[src/rtl/kernel_st_arb_pkg.sv]
// kernel_st_arb_pkg: shared types, constants and round-robin helper for stream arbiters
package kernel_st_arb_pkg;

  typedef enum logic {IDLE, LOCKED} arb_state_e;

  localparam int DROP_W = 16;
  localparam int MAX_IN = 8;

  // First set bit of req at or after rr, wrapping modulo n; returns rr when req is empty.
  function automatic int rr_winner(input logic [MAX_IN-1:0] req, input int rr, input int n);
    int w;
    w = rr;
    for (int k = MAX_IN - 1; k >= 0; k--)
      if (k < n && req[(rr + k) % n]) w = (rr + k) % n;
    return w;
  endfunction

endpackage

[src/rtl/kernel_rr_arbiter.sv]
// kernel_rr_arbiter: combinational round-robin pick of the first request at or after rr
module kernel_rr_arbiter
  import kernel_st_arb_pkg::*;
#(
  parameter int NUM_IN = 4,
  parameter int CH_W   = $clog2(NUM_IN)
) (
  input  logic [NUM_IN-1:0] req,
  input  logic [CH_W-1:0]   rr,
  output logic [CH_W-1:0]   gnt_idx,
  output logic              any_req
);

  assign any_req = |req;
  assign gnt_idx = CH_W'(rr_winner(MAX_IN'(req), int'(rr), NUM_IN));

endmodule

[src/rtl/kernel_st_packet_arbiter.sv]
// kernel_st_packet_arbiter: packet-locked round-robin mux of NUM_IN Avalon-ST sources
module kernel_st_packet_arbiter
  import kernel_st_arb_pkg::*;
#(
  parameter int NUM_IN  = 4,
  parameter int DATA_W  = 32,
  parameter int EMPTY_W = 2,
  parameter int CH_W    = $clog2(NUM_IN)
) (
  input  logic                      clk,
  input  logic                      reset,
  input  logic [NUM_IN-1:0]         in_valid,
  output logic [NUM_IN-1:0]         in_ready,
  input  logic [NUM_IN*DATA_W-1:0]  in_data,
  input  logic [NUM_IN-1:0]         in_startofpacket,
  input  logic [NUM_IN-1:0]         in_endofpacket,
  input  logic [NUM_IN*EMPTY_W-1:0] in_empty,
  input  logic                      out_ready,
  output logic                      out_valid,
  output logic [DATA_W-1:0]         out_data,
  output logic                      out_startofpacket,
  output logic                      out_endofpacket,
  output logic [EMPTY_W-1:0]        out_empty,
  output logic [CH_W-1:0]           out_channel,
  output logic                      busy,
  output logic [DROP_W-1:0]         drop_count
);

  localparam int CNT_W = $clog2(NUM_IN + 1);

  arb_state_e          state_q, state_d;
  logic [CH_W-1:0]     g_q, g_d, rr_q, rr_d, win;
  logic [DROP_W-1:0]   drop_q, drop_d;
  logic [DROP_W:0]     drop_sum;
  logic [NUM_IN-1:0]   req, stray;
  logic [CNT_W-1:0]    n_stray;
  logic                any_req, locked;

  assign locked      = state_q == LOCKED;
  assign req         = in_valid & in_startofpacket;
  assign stray       = in_valid & ~in_startofpacket & {NUM_IN{~locked}};
  assign busy        = locked;
  assign out_channel = g_q;
  assign drop_count  = drop_q;
  assign drop_sum    = {1'b0, drop_q} + (DROP_W+1)'(n_stray);

  kernel_rr_arbiter #(.NUM_IN(NUM_IN), .CH_W(CH_W)) u_rr (
    .req     (req),
    .rr      (rr_q),
    .gnt_idx (win),
    .any_req (any_req)
  );

  // Number of stray beats discarded this cycle
  always_comb begin
    n_stray = '0;
    for (int i = 0; i < NUM_IN; i++) n_stray = n_stray + CNT_W'(stray[i]);
  end

  // Payload mux from the granted source; zero whenever no packet is locked
  always_comb begin
    out_valid         = locked ? in_valid[g_q] : 1'b0;
    out_data          = locked ? in_data[int'(g_q)*DATA_W +: DATA_W] : '0;
    out_startofpacket = locked ? in_startofpacket[g_q] : 1'b0;
    out_endofpacket   = locked ? in_endofpacket[g_q] : 1'b0;
    out_empty         = locked ? in_empty[int'(g_q)*EMPTY_W +: EMPTY_W] : '0;
  end

  // Next-state: arbitrate and drop strays in IDLE, release the lock on an accepted eop
  always_comb begin
    state_d  = state_q;
    g_d      = g_q;
    rr_d     = rr_q;
    drop_d   = drop_q;
    in_ready = '0;
    if (locked) begin
      in_ready[g_q] = out_ready;
      if (out_valid && out_ready && out_endofpacket) begin
        state_d = IDLE;
        rr_d    = (g_q == CH_W'(NUM_IN - 1)) ? '0 : g_q + CH_W'(1);
      end
    end else begin
      in_ready = stray & {NUM_IN{~reset}};
      drop_d   = drop_sum[DROP_W] ? '1 : drop_sum[DROP_W-1:0];
      state_d  = any_req ? LOCKED : IDLE;
      g_d      = any_req ? win : g_q;
    end
  end

  // State, grant, pointer and drop counter registers
  always_ff @(posedge clk or posedge reset) begin
    if (reset) begin
      state_q <= IDLE;
      g_q     <= '0;
      rr_q    <= '0;
      drop_q  <= '0;
    end else begin
      state_q <= state_d;
      g_q     <= g_d;
      rr_q    <= rr_d;
      drop_q  <= drop_d;
    end
  end

endmodule

[config.mk]
export PLATFORM = sky130hd
export DESIGN_NAME = kernel_st_packet_arbiter
export DESIGN_NICKNAME = d
export VERILOG_FILES = /design/src/rtl/kernel_st_arb_pkg.sv /design/src/rtl/kernel_rr_arbiter.sv /design/src/rtl/kernel_st_packet_arbiter.sv
export SDC_FILE = /design/constraint.sdc
export NUM_CORES = 1
export LEC_CHECK = 0
export ABC_AREA = 0
export BUFFER_PORTS_ARGS = -buffer_cell sky130_fd_sc_hd__buf_2
export CAP_MARGIN = 25
export CORE_UTILIZATION = 36
export CTS_CLUSTER_DIAMETER = 120
export DETAILED_ROUTE_END_ITERATION = 12
export GPL_ROUTABILITY_DRIVEN = 1
export PLACE_DENSITY = 0.78
export RECOVER_POWER = 25
export SLEW_MARGIN = 20
export SYNTH_ARGS = -nofsm -noshare
export SYNTH_HDL_FRONTEND = slang
export SYNTH_SLANG_ARGS = --single-unit
export TNS_END_PERCENT = 100
[constraint.sdc]
create_clock -name clk -period 3.1 [get_ports clk]
set_clock_uncertainty 0.05 [all_clocks]
set_input_delay 0.155 -clock clk [delete_from_list [all_inputs] [get_ports clk]]
set_output_delay 0.155 -clock clk [all_outputs]
set_load 0.05 [all_outputs]
==> metrics.csv, run 1 <==
metric,value,unit
outcome,finished clean,
# IOs,211,
Fillers,637,
share of cells above drive strength 1,0.593,
synth cell count leaders,"38 x and2_1, 29 x mux4_2, 26 x nand2_1, 21 x dfrtp_1, 8 x mux4_1",
fin cells,531,
DR WL/cell,16.8,um
max-slew violation count,0,
global-route wire length before repair,13.4,mm
final WL,8.95,mm
Reg2Reg Depth,10,
antenna-violating nets left,0,
max_cap viols,0,
PD cells,893,nW/um2
setup repair after global routing missed its margin,false,
Rel. slew slack,0.302,
Synth area leader,mux4_2,
Crit. End Element,register,
Final Setup Violations,0,
Port Buffer Count,210,
yosys warns,0,
Initial Utilization,0.374,
Max Clock Freq,340,MHz
Post-synth EDFFs,0,
first-pass iteration count of the detailed router,4,
Die Wd,86.1,um
crit path launch type,register,
Clock Latency Late Sink,0.27,ns
most common cell in the netlist,and2_1,
placed insts,526,
All-Layer GR Usage,0.232,
gpl congestion,0.918,
CP Class,register to register,
final core utilization,0.547,
largest net degree at the start of global routing,34,
net count after synthesis,386,
dpl hpwl,7.30,mm
fin crit share,0.949,
Clock Sinks,21,
setup TNS,0,ns
1st-iter DRT viols,122,
worst hold margin,0.285,ns
P_leak,1.90,nW
Post-Synthesis Cells,227,
post-route cell area,3710,um2
Reg2Reg Launch Point,busy$_DFF_PP0_,
r2r endpoint,drop_count[15]$_DFFE_PP0N_,
Tightest Pin Transition,1.05,ns
synth top area cells,"mux4_2 26%, dfrtp_1 21%, and2_1 9.3%",
cell area after synthesis,2540,um2
worst vdd ir,0.342,mV
worst hold path class,input port to asynchronous set/reset pin,
post-synth top area share,0.257,
initial antenna violation count,0,
Diodes inserted,0,
ys async rst share,1.00,
register area share after synthesis,0.207,
TritonCTS clock tree,yes,
num rows,30,
Area Growth Syn to Fin,46.0,%
vias per inst,5.24,
placed cell areas,3660,um2
"Avg Cell Area, Syn",11.2,um2
die footprint,7410,um2
Root Buffer,clkbuf_8,
Synth Register Bits,21,
"Primary FF master, synth",dfrtp_1,
nets@finish,595,
postcts setup bufs,0,
vias in the first global route,2656,
"Data arrival, critical path",3.05,ns
flop2flop setup slack,0.16,ns
via count,2782,
crit path time final,2.94,ns
DRC Markers,0,
CP required,3.20,ns
clock buffer depth,2,
Worst Path Max Fanout,5,
Netlist cell types,53,
Clock Pin Slew Worst Setup and Hold Paths,0.08,ns
Placeable Area,6790,um2
total grt overflow,0,
Final Hold Fails,0,
die height,86.1,um
H-tree depth,1,
CTS Buf Count,3,
## sequential cells by signal, summed over array words and instances (netlist names)
| register | cells |
|---|---|
| drop_count | 16 |
| rr_q | 2 |
| out_channel | 2 |
| busy | 1 |
## worst max-delay path by stage
stage / end / start / slack [ns]
2_1_floorplan: drop_count[15]$_DFFE_PP0N_ / busy$_DFF_PP0_ / 0.03
3_3_place_gp: drop_count[0]$_DFFE_PP0N_ / busy$_DFF_PP0_ / 0.22
3_5_place_dp: drop_count[0]$_DFFE_PP0N_ / busy$_DFF_PP0_ / 0.13
4_1_cts: drop_count[0]$_DFFE_PP0N_ / busy$_DFF_PP0_ / 0.12
5_1_grt: drop_count[15]$_DFFE_PP0N_ / busy$_DFF_PP0_ / 0.02
6_report: drop_count[15]$_DFFE_PP0N_ / busy$_DFF_PP0_ / 0.16
## layout make-up
class,count,area (um2),share of cell area
Clock inverter,1,5.00,0.00135
Tap cell,96,120,0.0323
Inverter,7,26.3,0.00707
Clock buffer,3,41.3,0.0111
Multi-Input combinational cell,184,1880,0.507
Timing Repair Buffer,219,1110,0.299
Sequential cell,21,529,0.142
## power breakdown
part / internal, mW / switching (mW)
clock network: 0.0898 / 0.0956
registers: 0.327 / 0.179
logic: 0.919 / 1.71
total: 1.34 / 1.98
## per-stage QoR
stage | total power, mW | setup slack, ns
CTS | 3.34 | 0.123
detailed placement | 3.14 | 0.134
global route | 3.49 | 0.0210
finish | 3.32 | 0.158
floorplan | 2.59 | 0.0285
global placement | 3.10 | 0.215
## logic make-up after synthesis
| group | synth area share |
|---|---|
| AO/OA/AOI/OAI | 0.0723 |
| XOR/XNOR | 0.0275 |
| adder cells (fa/ha/maj) | 0.0482 |
| buffers and inverters | 0.0566 |
| flip-flops | 0.207 |
| multiplexers | 0.362 |
| AND/OR/NAND/NOR | 0.227 |
## routing by layer
metal | part of all wire | GRT usage | up-vias
li1 | - | - | 1286
met1 | 0.38 | 0.284 | 1359
met2 | 0.52 | 0.420 | 122
met3 | 0.069 | 0.0346 | 15
met4 | 0.022 | 0.0652 | 0
met5 | 0 | 0 | -
## critical path: stages (launching register included)
cell      delay [ns]
dfrtp_2         0.44
nor3b_1         0.32
fa_1            0.47
inv_1           0.09
fa_1            0.19
inv_1           0.06
fa_1            0.41
nand4b_1        0.25
or3_1           0.16
o21ai_0         0.07
mux2_1          0.30
## placed cells by master (no fill, tap or decap), types with 2 or more instances in the layout
cell      netlist  layout
xor2_1          6       6
clkbuf_1        4       6
ha_1            5       5
o31ai_1         3       3
clkbuf_8        0       3
nor4_2          2       2
nor3b_1         3       2
a21oi_1         2       2
dfrtp_2         0       3
dfrtp_1        21      18
a22o_1          2       2
nand3_1         5       5
fa_1            3       3
and2_1         38      38
nor2b_1         3       3
inv_1           7       7
and3_1          5       5
mux4_2         29      29
buf_4           1       7
mux4_1          8       8
o21ai_0         6       6
buf_2           5     205
mux2i_1         2       2
mux2_1          2       2
nor2_1          6       6
xnor2_1         2       2
o211ai_1        3       3
nand2_1        26      25
## what timing repair did
action / in CTS / in global routing
hold buffers: 1 / 0
gates resized for setup: 0 / 2
endpoints found under the hold margin: 21 / 0
setup endpoints to repair: 0 / 10
(Power assumes the default switching activity.)
==> run 2: changes to the inputs <==
CORE_ASPECT_RATIO = 1.2   (was not set)
SYNTH_HIERARCHICAL = 1   (was not set)
==> metrics.csv, run 2 <==
metric,value,unit,change
placed cell areas,3640,um2,-0.65%
"Data arrival, critical path",3.08,ns,+0.03 ns
Synth Register Bits,21,,unchanged
die height,93.6,um,+8.8%
Area Growth Syn to Fin,46.7,%,
"Avg Cell Area, Syn",11.0,um2,-1.9%
most common cell in the netlist,and2_1,,
H-tree depth,1,,unchanged
yosys warns,6,,+6
cell area after synthesis,2520,um2,-1.0%
xor/xnor share of the synthesized area,0.0174,,-0.0101
# IOs,211,,unchanged
setup repair after global routing missed its margin,false,,
crit path launch type,register,,
largest net degree at the start of global routing,36,,+5.9%
Final Hold Fails,0,,unchanged
Post-Synthesis Cells,229,,+0.88%
NetSw,2.08,mW,+4.9%
via count,2829,,+1.7%
CP max stage delay,0.48,ns,about the same
die footprint,7330,um2,-1.0%
nets@finish,596,,+0.17%
synth cell count leaders,"43 x and2_1, 33 x mux4_2, 21 x dfrtp_1, 19 x nand2_1, 11 x o21ai_0",,
vias per inst,5.39,,+2.9%
"commonest non-fill, non-tap cell in the layout",buf_2,,
register area share after synthesis,0.209,,+0.00216
Netlist cell types,49,,-7.5%
share of cells above drive strength 1,0.594,,+0.000933
Buf/Inv on CP,2,,unchanged
Clock Sinks,21,,unchanged
worst vdd ir,0.531,mV,+55%
internal cell power,1.37,mW,+2.2%
Post-synth EDFFs,0,,unchanged
setup TNS,0,ns,unchanged
Sw Share,0.603,,+0.00617
main combinational cell family by area after synthesis,multiplexers,,
vias in the first global route,2757,,+3.8%
initial antenna violation count,4,,+4
Root Buffer,clkbuf_8,,
Worst Path Max Fanout,5,,unchanged
total grt overflow,0,,unchanged
Port Buffer Count,210,,unchanged
DRC Markers,0,,unchanged
DR WL/cell,17.3,um,+2.9%
CP Class,register to register,,
P_leak,1.91,nW,+0.31%
max-slew violation count,0,,unchanged
CTS Buf Count,3,,unchanged
Initial Utilization,0.370,,-0.00489
ys async rst share,1.00,,unchanged
Rel. slew slack,0.415,,+0.113
outcome,finished clean,,
antenna-violating nets left,0,,unchanged
final WL,9.10,mm,+1.8%
Synth area leader,mux4_2,,
All-Layer GR Usage,0.240,,+0.00868
Post-Synth Simple-Gate Area,0.235,,+0.00783
crit path time final,2.98,ns,+0.0362 ns
Die Wd,78.3,um,-9.0%
fin crit share,0.961,,+0.0117
CP required,3.20,ns,about the same
post-route cell area,3690,um2,-0.61%
Tightest Pin Transition,0.878,ns,-0.169 ns
max_cap viols,0,,unchanged
adder-cell share of the synthesized area,0.0487,,+0.000503
most frequent cells in the layout,"205 x buf_2, 43 x and2_1, 33 x mux4_2",,
Crit path top cell by count,fa_1,,
Clock power frac,0.051,,-0.005
synth top area cells,"mux4_2 30%, dfrtp_1 21%, and2_1 11%",,
Clock Pin Slew Worst Setup and Hold Paths,0.08,ns,about the same
"Primary FF master, synth",dfrtp_1,,
Reg power frac,0.126,,-0.027
max reg flops,16,,unchanged
PD cells,933,nW/um2,+4.5%
Placeable Area,6810,um2,+0.28%
Crit. End Element,register,,
Top delay family on crit path,adder cells,,
net count after synthesis,388,,+0.52%
Clock Latency Late Sink,0.26,ns,about the same
clock buffer depth,2,,unchanged
Final Setup Violations,0,,unchanged
CP cell instances,"nor3b_1, fa_1, inv_1, fa_1, inv_1, fa_1, nand3b_1, nor2_1, nand3_1, mux2_2",,
CP max stage cell,fa_1,,
dpl hpwl,7.63,mm,+4.6%
mux contribution to synthesized area,0.354,,-0.00765
Gate power share,0.823,,+0.031
first-pass iteration count of the detailed router,5,,+1
compound-cell area share of the yosys netlist,0.0840,,+0.0117
Max Clock Freq,336,MHz,-1.2%
global-route wire length before repair,13.6,mm,+1.5%
TritonCTS clock tree,yes,,
gpl congestion,0.888,,-3.3%
worst hold path class,input port to register,,
1st-iter DRT viols,94,,-23%
Fillers,644,,+1.1%
post-synth top area share,0.295,,+0.0385
num rows,33,,+10%
[run 2: per-stage QoR]
stage                     total power, mW  instances  setup WS (ns)  hold slack (ns)   util
final                                3.45        525          0.122            0.322  0.542
after global routing                 3.61        523        0.00390            0.375  0.541
after CTS                            3.46        523          0.105            0.320  0.542
after detailed placement             3.28        518          0.126           0.0823  0.534
after global placement               3.25        518          0.230           0.0780  0.534
after floorplan                      2.67        229         0.0520           0.0988      -
[run 2: kinds of logic after synthesis]
group | after synthesis
DFF | 21
adders and majority gates | 8
xor gates and xnor gates | 5
buffers and inverters | 23
muxes | 41
and+or+nand+nor | 101
AOI/OAI and AO/OA | 30
[run 2: final timing paths]
| kind | from | end | slack (ns) | cells past startpoint |
|---|---|---|---|---|
| max | busy$_DFF_PP0_ | drop_count[14]$_DFFE_PP0N_ | 0.12 | 10 |
| min | in_valid[3] | drop_count[0]$_DFFE_PP0N_ | 0.32 | 4 |
| max reg2reg | busy$_DFF_PP0_ | drop_count[14]$_DFFE_PP0N_ | 0.12 | 10 |
| min reg2reg | rr_q[0]$_DFFE_PP0P_ | rr_q[0]$_DFFE_PP0P_ | 0.50 | 2 |
| max in group asynchronous | reset | drop_count[9]$_DFFE_PP0N_ | 1.55 | 4 |
| min in group asynchronous | reset | rr_q[1]$_DFFE_PP0P_ | 0.36 | 3 |
[run 2: cell type report]
class                   count  area, um2  area share
repair buffers            216       1100       0.298
multi-input cells         185       1870       0.505
well taps                  87        109      0.0295
flip-flops and latches     21        529       0.143
clock buffers               4       45.0      0.0122
diodes                      2       5.00     0.00136
inverters                  10       37.5      0.0102
[run 2: what timing repair did]
action / CTS / global route
setup endpoints to repair: 0 / 1
setup buffers: 0 / 0
endpoints found under the hold margin: 5 / 0
resized for setup: 0 / 1
hold buffers: 1 / 0
[run 2: power groups by stage]
stage	registers (mW)	logic, mW	clock network (mW)
2_1_floorplan	0.514	2.16	0
3_3_place_gp	0.437	2.81	0
3_5_place_dp	0.441	2.84	0
4_1_cts	0.435	2.85	0.179
5_1_grt	0.448	2.97	0.193
6_report	0.434	2.83	0.177
[run 2: tightest hold or removal path: cells and delay by family]
family / cells / cell delay [ns]
AOI/OAI and AO/OA: 1 / 0.06
adders and majority gates: 1 / 0.17
buffers and inverters: 1 / 0.11
and+or+nand+nor: 1 / 0.09
[run 2: layer usage]
layer | track usage | part of all wire | up-vias
li1 | - | - | 1281
met5 | 0 | 0.0030 | -
met2 | 0.420 | 0.49 | 155
met4 | 0.0772 | 0.023 | 4
met3 | 0.104 | 0.12 | 22
met1 | 0.259 | 0.36 | 1367
==> run 3: changes to the inputs <==
CORE_MARGIN = 5   (was not set)
CTS_BUF_LIST = sky130_fd_sc_hd__clkbuf_16   (was not set)
==> metrics.csv, run 3 (synthesis results as in run 2) <==
metric,value,unit,change
outcome,finished clean,,
Sw Share,0.592,,-0.0118
Crit path top cell by count,fa_1,,
Gate power share,0.796,,-0.027
CP cell instances,"nor3b_1, fa_1, inv_1, fa_1, inv_1, fa_1, nand3b_1, nor2_1, nand3_1, mux2_2",,
Reg2Reg Depth,10,,unchanged
Met1 Routed Length,3.23,mm,-0.34%
internal cell power,1.45,mW,+6.3%
PD cells,952,nW/um2,+2.1%
TritonCTS clock tree,yes,,
crit path time final,2.90,ns,-0.0772 ns
P_leak,1.93,nW,+1.3%
initial antenna violation count,3,,-1
placed cell areas,3640,um2,+0.21%
worst hold path class,input port to asynchronous set/reset pin,,
setup TNS,0,ns,unchanged
final core utilization,0.548,,+0.00606
wire length on met2,5.17,mm,+15%
# IOs,211,,unchanged
max-slew violation count,0,,unchanged
final WL,9.91,mm,+8.8%
All-Layer GR Usage,0.216,,-0.0239
antenna-violating nets left,0,,unchanged
die height,102,um,+8.5%
dpl hpwl,8.45,mm,+11%
Final Setup Violations,0,,unchanged
r2r endpoint,drop_count[14]$_DFFE_PP0N_,,
Max Clock Freq,345,MHz,+2.7%
Root Buffer,clkbuf_16,,
Clock power frac,0.076,,+0.025
CP max stage delay,0.47,ns,about the same
share of cells above drive strength 1,0.595,,+0.000929
vias in the first global route,2864,,+3.9%
Clock Sinks,21,,unchanged
Final Hold Fails,0,,unchanged
met3 WL,1.24,mm,+11%
nets@finish,597,,+0.17%
Crit. End Element,register,,
"commonest non-fill, non-tap cell in the layout",buf_2,,
Tightest Pin Transition,1.01,ns,+0.137 ns
first-pass iteration count of the detailed router,4,,-1
Clock Pin Slew Worst Setup and Hold Paths,0.06,ns,-0.02 ns
die footprint,8770,um2,+20%
Die Wd,86.3,um,+10%
Clock Latency Late Sink,0.25,ns,about the same
Rel. slew slack,0.323,,-0.0914
post-route cell area,3730,um2,+1.1%
postcts setup bufs,0,,unchanged
most frequent cells in the layout,"205 x buf_2, 43 x and2_1, 33 x mux4_2",,
crit path launch type,register,,
Setup crit start,busy$_DFF_PP0_,,
fin crit share,0.936,,-0.0249
H-tree depth,1,,unchanged
vias per inst,5.35,,-0.75%
CP max stage cell,fa_1,,
Port Buffer Count,210,,unchanged
Reg power frac,0.127,,about the same
clock buffer depth,2,,unchanged
setup repair after global routing missed its margin,false,,
largest net degree at the start of global routing,31,,-14%
total grt overflow,0,,unchanged
CP required,3.19,ns,about the same
global-route wire length before repair,14.9,mm,+9.5%
Placeable Area,6810,um2,unchanged
top sig layer,met5,,
DR WL/cell,18.8,um,+8.6%
WP depth,10,,unchanged
Buf/Inv on CP,2,,unchanged
gpl congestion,0.888,,about the same
CP Class,register to register,,
CP Capture Point,drop_count[14]$_DFFE_PP0N_,,
CTS Buf Count,3,,unchanged
Reg2Reg Launch Point,busy$_DFF_PP0_,,
NetSw,2.10,mW,+1.2%
flop2flop setup slack,0.20,ns,+0.08 ns
Initial Utilization,0.370,,unchanged
"Data arrival, critical path",2.99,ns,-0.09 ns
via count,2813,,-0.57%
Top delay family on crit path,adder cells,,
DRC Markers,0,,unchanged
Fillers,647,,+0.47%
num rows,33,,unchanged
max_cap viols,0,,unchanged
Worst Path Max Fanout,5,,unchanged
worst vdd ir,0.610,mV,+15%
max reg flops,16,,unchanged
Area Growth Syn to Fin,48.3,%,
1st-iter DRT viols,63,,-33%
[run 3: power groups by stage]
stage	Clock (mW)	Sequential [mW]	Combinational, mW
floorplan	0	0.514	2.16
global placement	0	0.452	2.81
detailed placement	0	0.459	2.84
CTS	0.276	0.454	2.85
global route	0.289	0.472	2.98
finish	0.272	0.452	2.83
[run 3: what timing repair did]
action | 4_1_cts | 5_1_grt
endpoints found under the setup margin | 0 | 2
endpoints found under the hold margin | 3 | 0
gates resized for setup | 0 | 1
hold buffers | 1 | 0
[run 3: routing by layer]
layer / track usage / up-vias
met5: 0 / -
met1: 0.221 / 1357
met2: 0.396 / 146
li1: - / 1284
met3: 0.0903 / 24
met4: 0.0719 / 2
[run 3: stage by stage]
step                hold slack (ns)  power [mW]  setup slack [ns]  std cells
floorplan                    0.0988        2.67            0.0520        229
global placement             0.0372        3.26             0.222        519
detailed placement           0.0423        3.30             0.191        519
CTS                           0.344        3.58             0.186        524
global route                  0.370        3.74            0.0452        526
finish                        0.330        3.56             0.199        526
[run 3: worst min path at each step]
stage | start | to | slack, ns | cells after the start
2_1_floorplan | reset | drop_count[0]$_DFFE_PP0N_ | 0.1 | 1
3_3_place_gp | reset | drop_count[11]$_DFFE_PP0N_ | 0.04 | 2
3_5_place_dp | reset | drop_count[6]$_DFFE_PP0N_ | 0.04 | 2
4_1_cts | reset | drop_count[6]$_DFFE_PP0N_ | 0.34 | 3
5_1_grt | reset | drop_count[6]$_DFFE_PP0N_ | 0.37 | 3
6_report | reset | drop_count[6]$_DFFE_PP0N_ | 0.33 | 3
[run 3: tightest hold or removal path, delay by kind of cell]
family | cells | cell delay [ns]
buf+inv | 3 | 0.85
[run 3: area by class of cell]
| type | count | area [um2] | area share |
|---|---|---|---|
| Timing Repair Buffer | 217 | 1110 | 0.297 |
| Clock buffer | 3 | 75.1 | 0.0201 |
| Sequential cell | 21 | 529 | 0.142 |
| Clock inverter | 1 | 3.75 | 0.00101 |
| Tap cell | 87 | 109 | 0.0292 |
| Antenna cell | 2 | 5.00 | 0.00134 |
| Inverter | 10 | 37.5 | 0.0101 |
| Multi-Input combinational cell | 185 | 1870 | 0.500 |
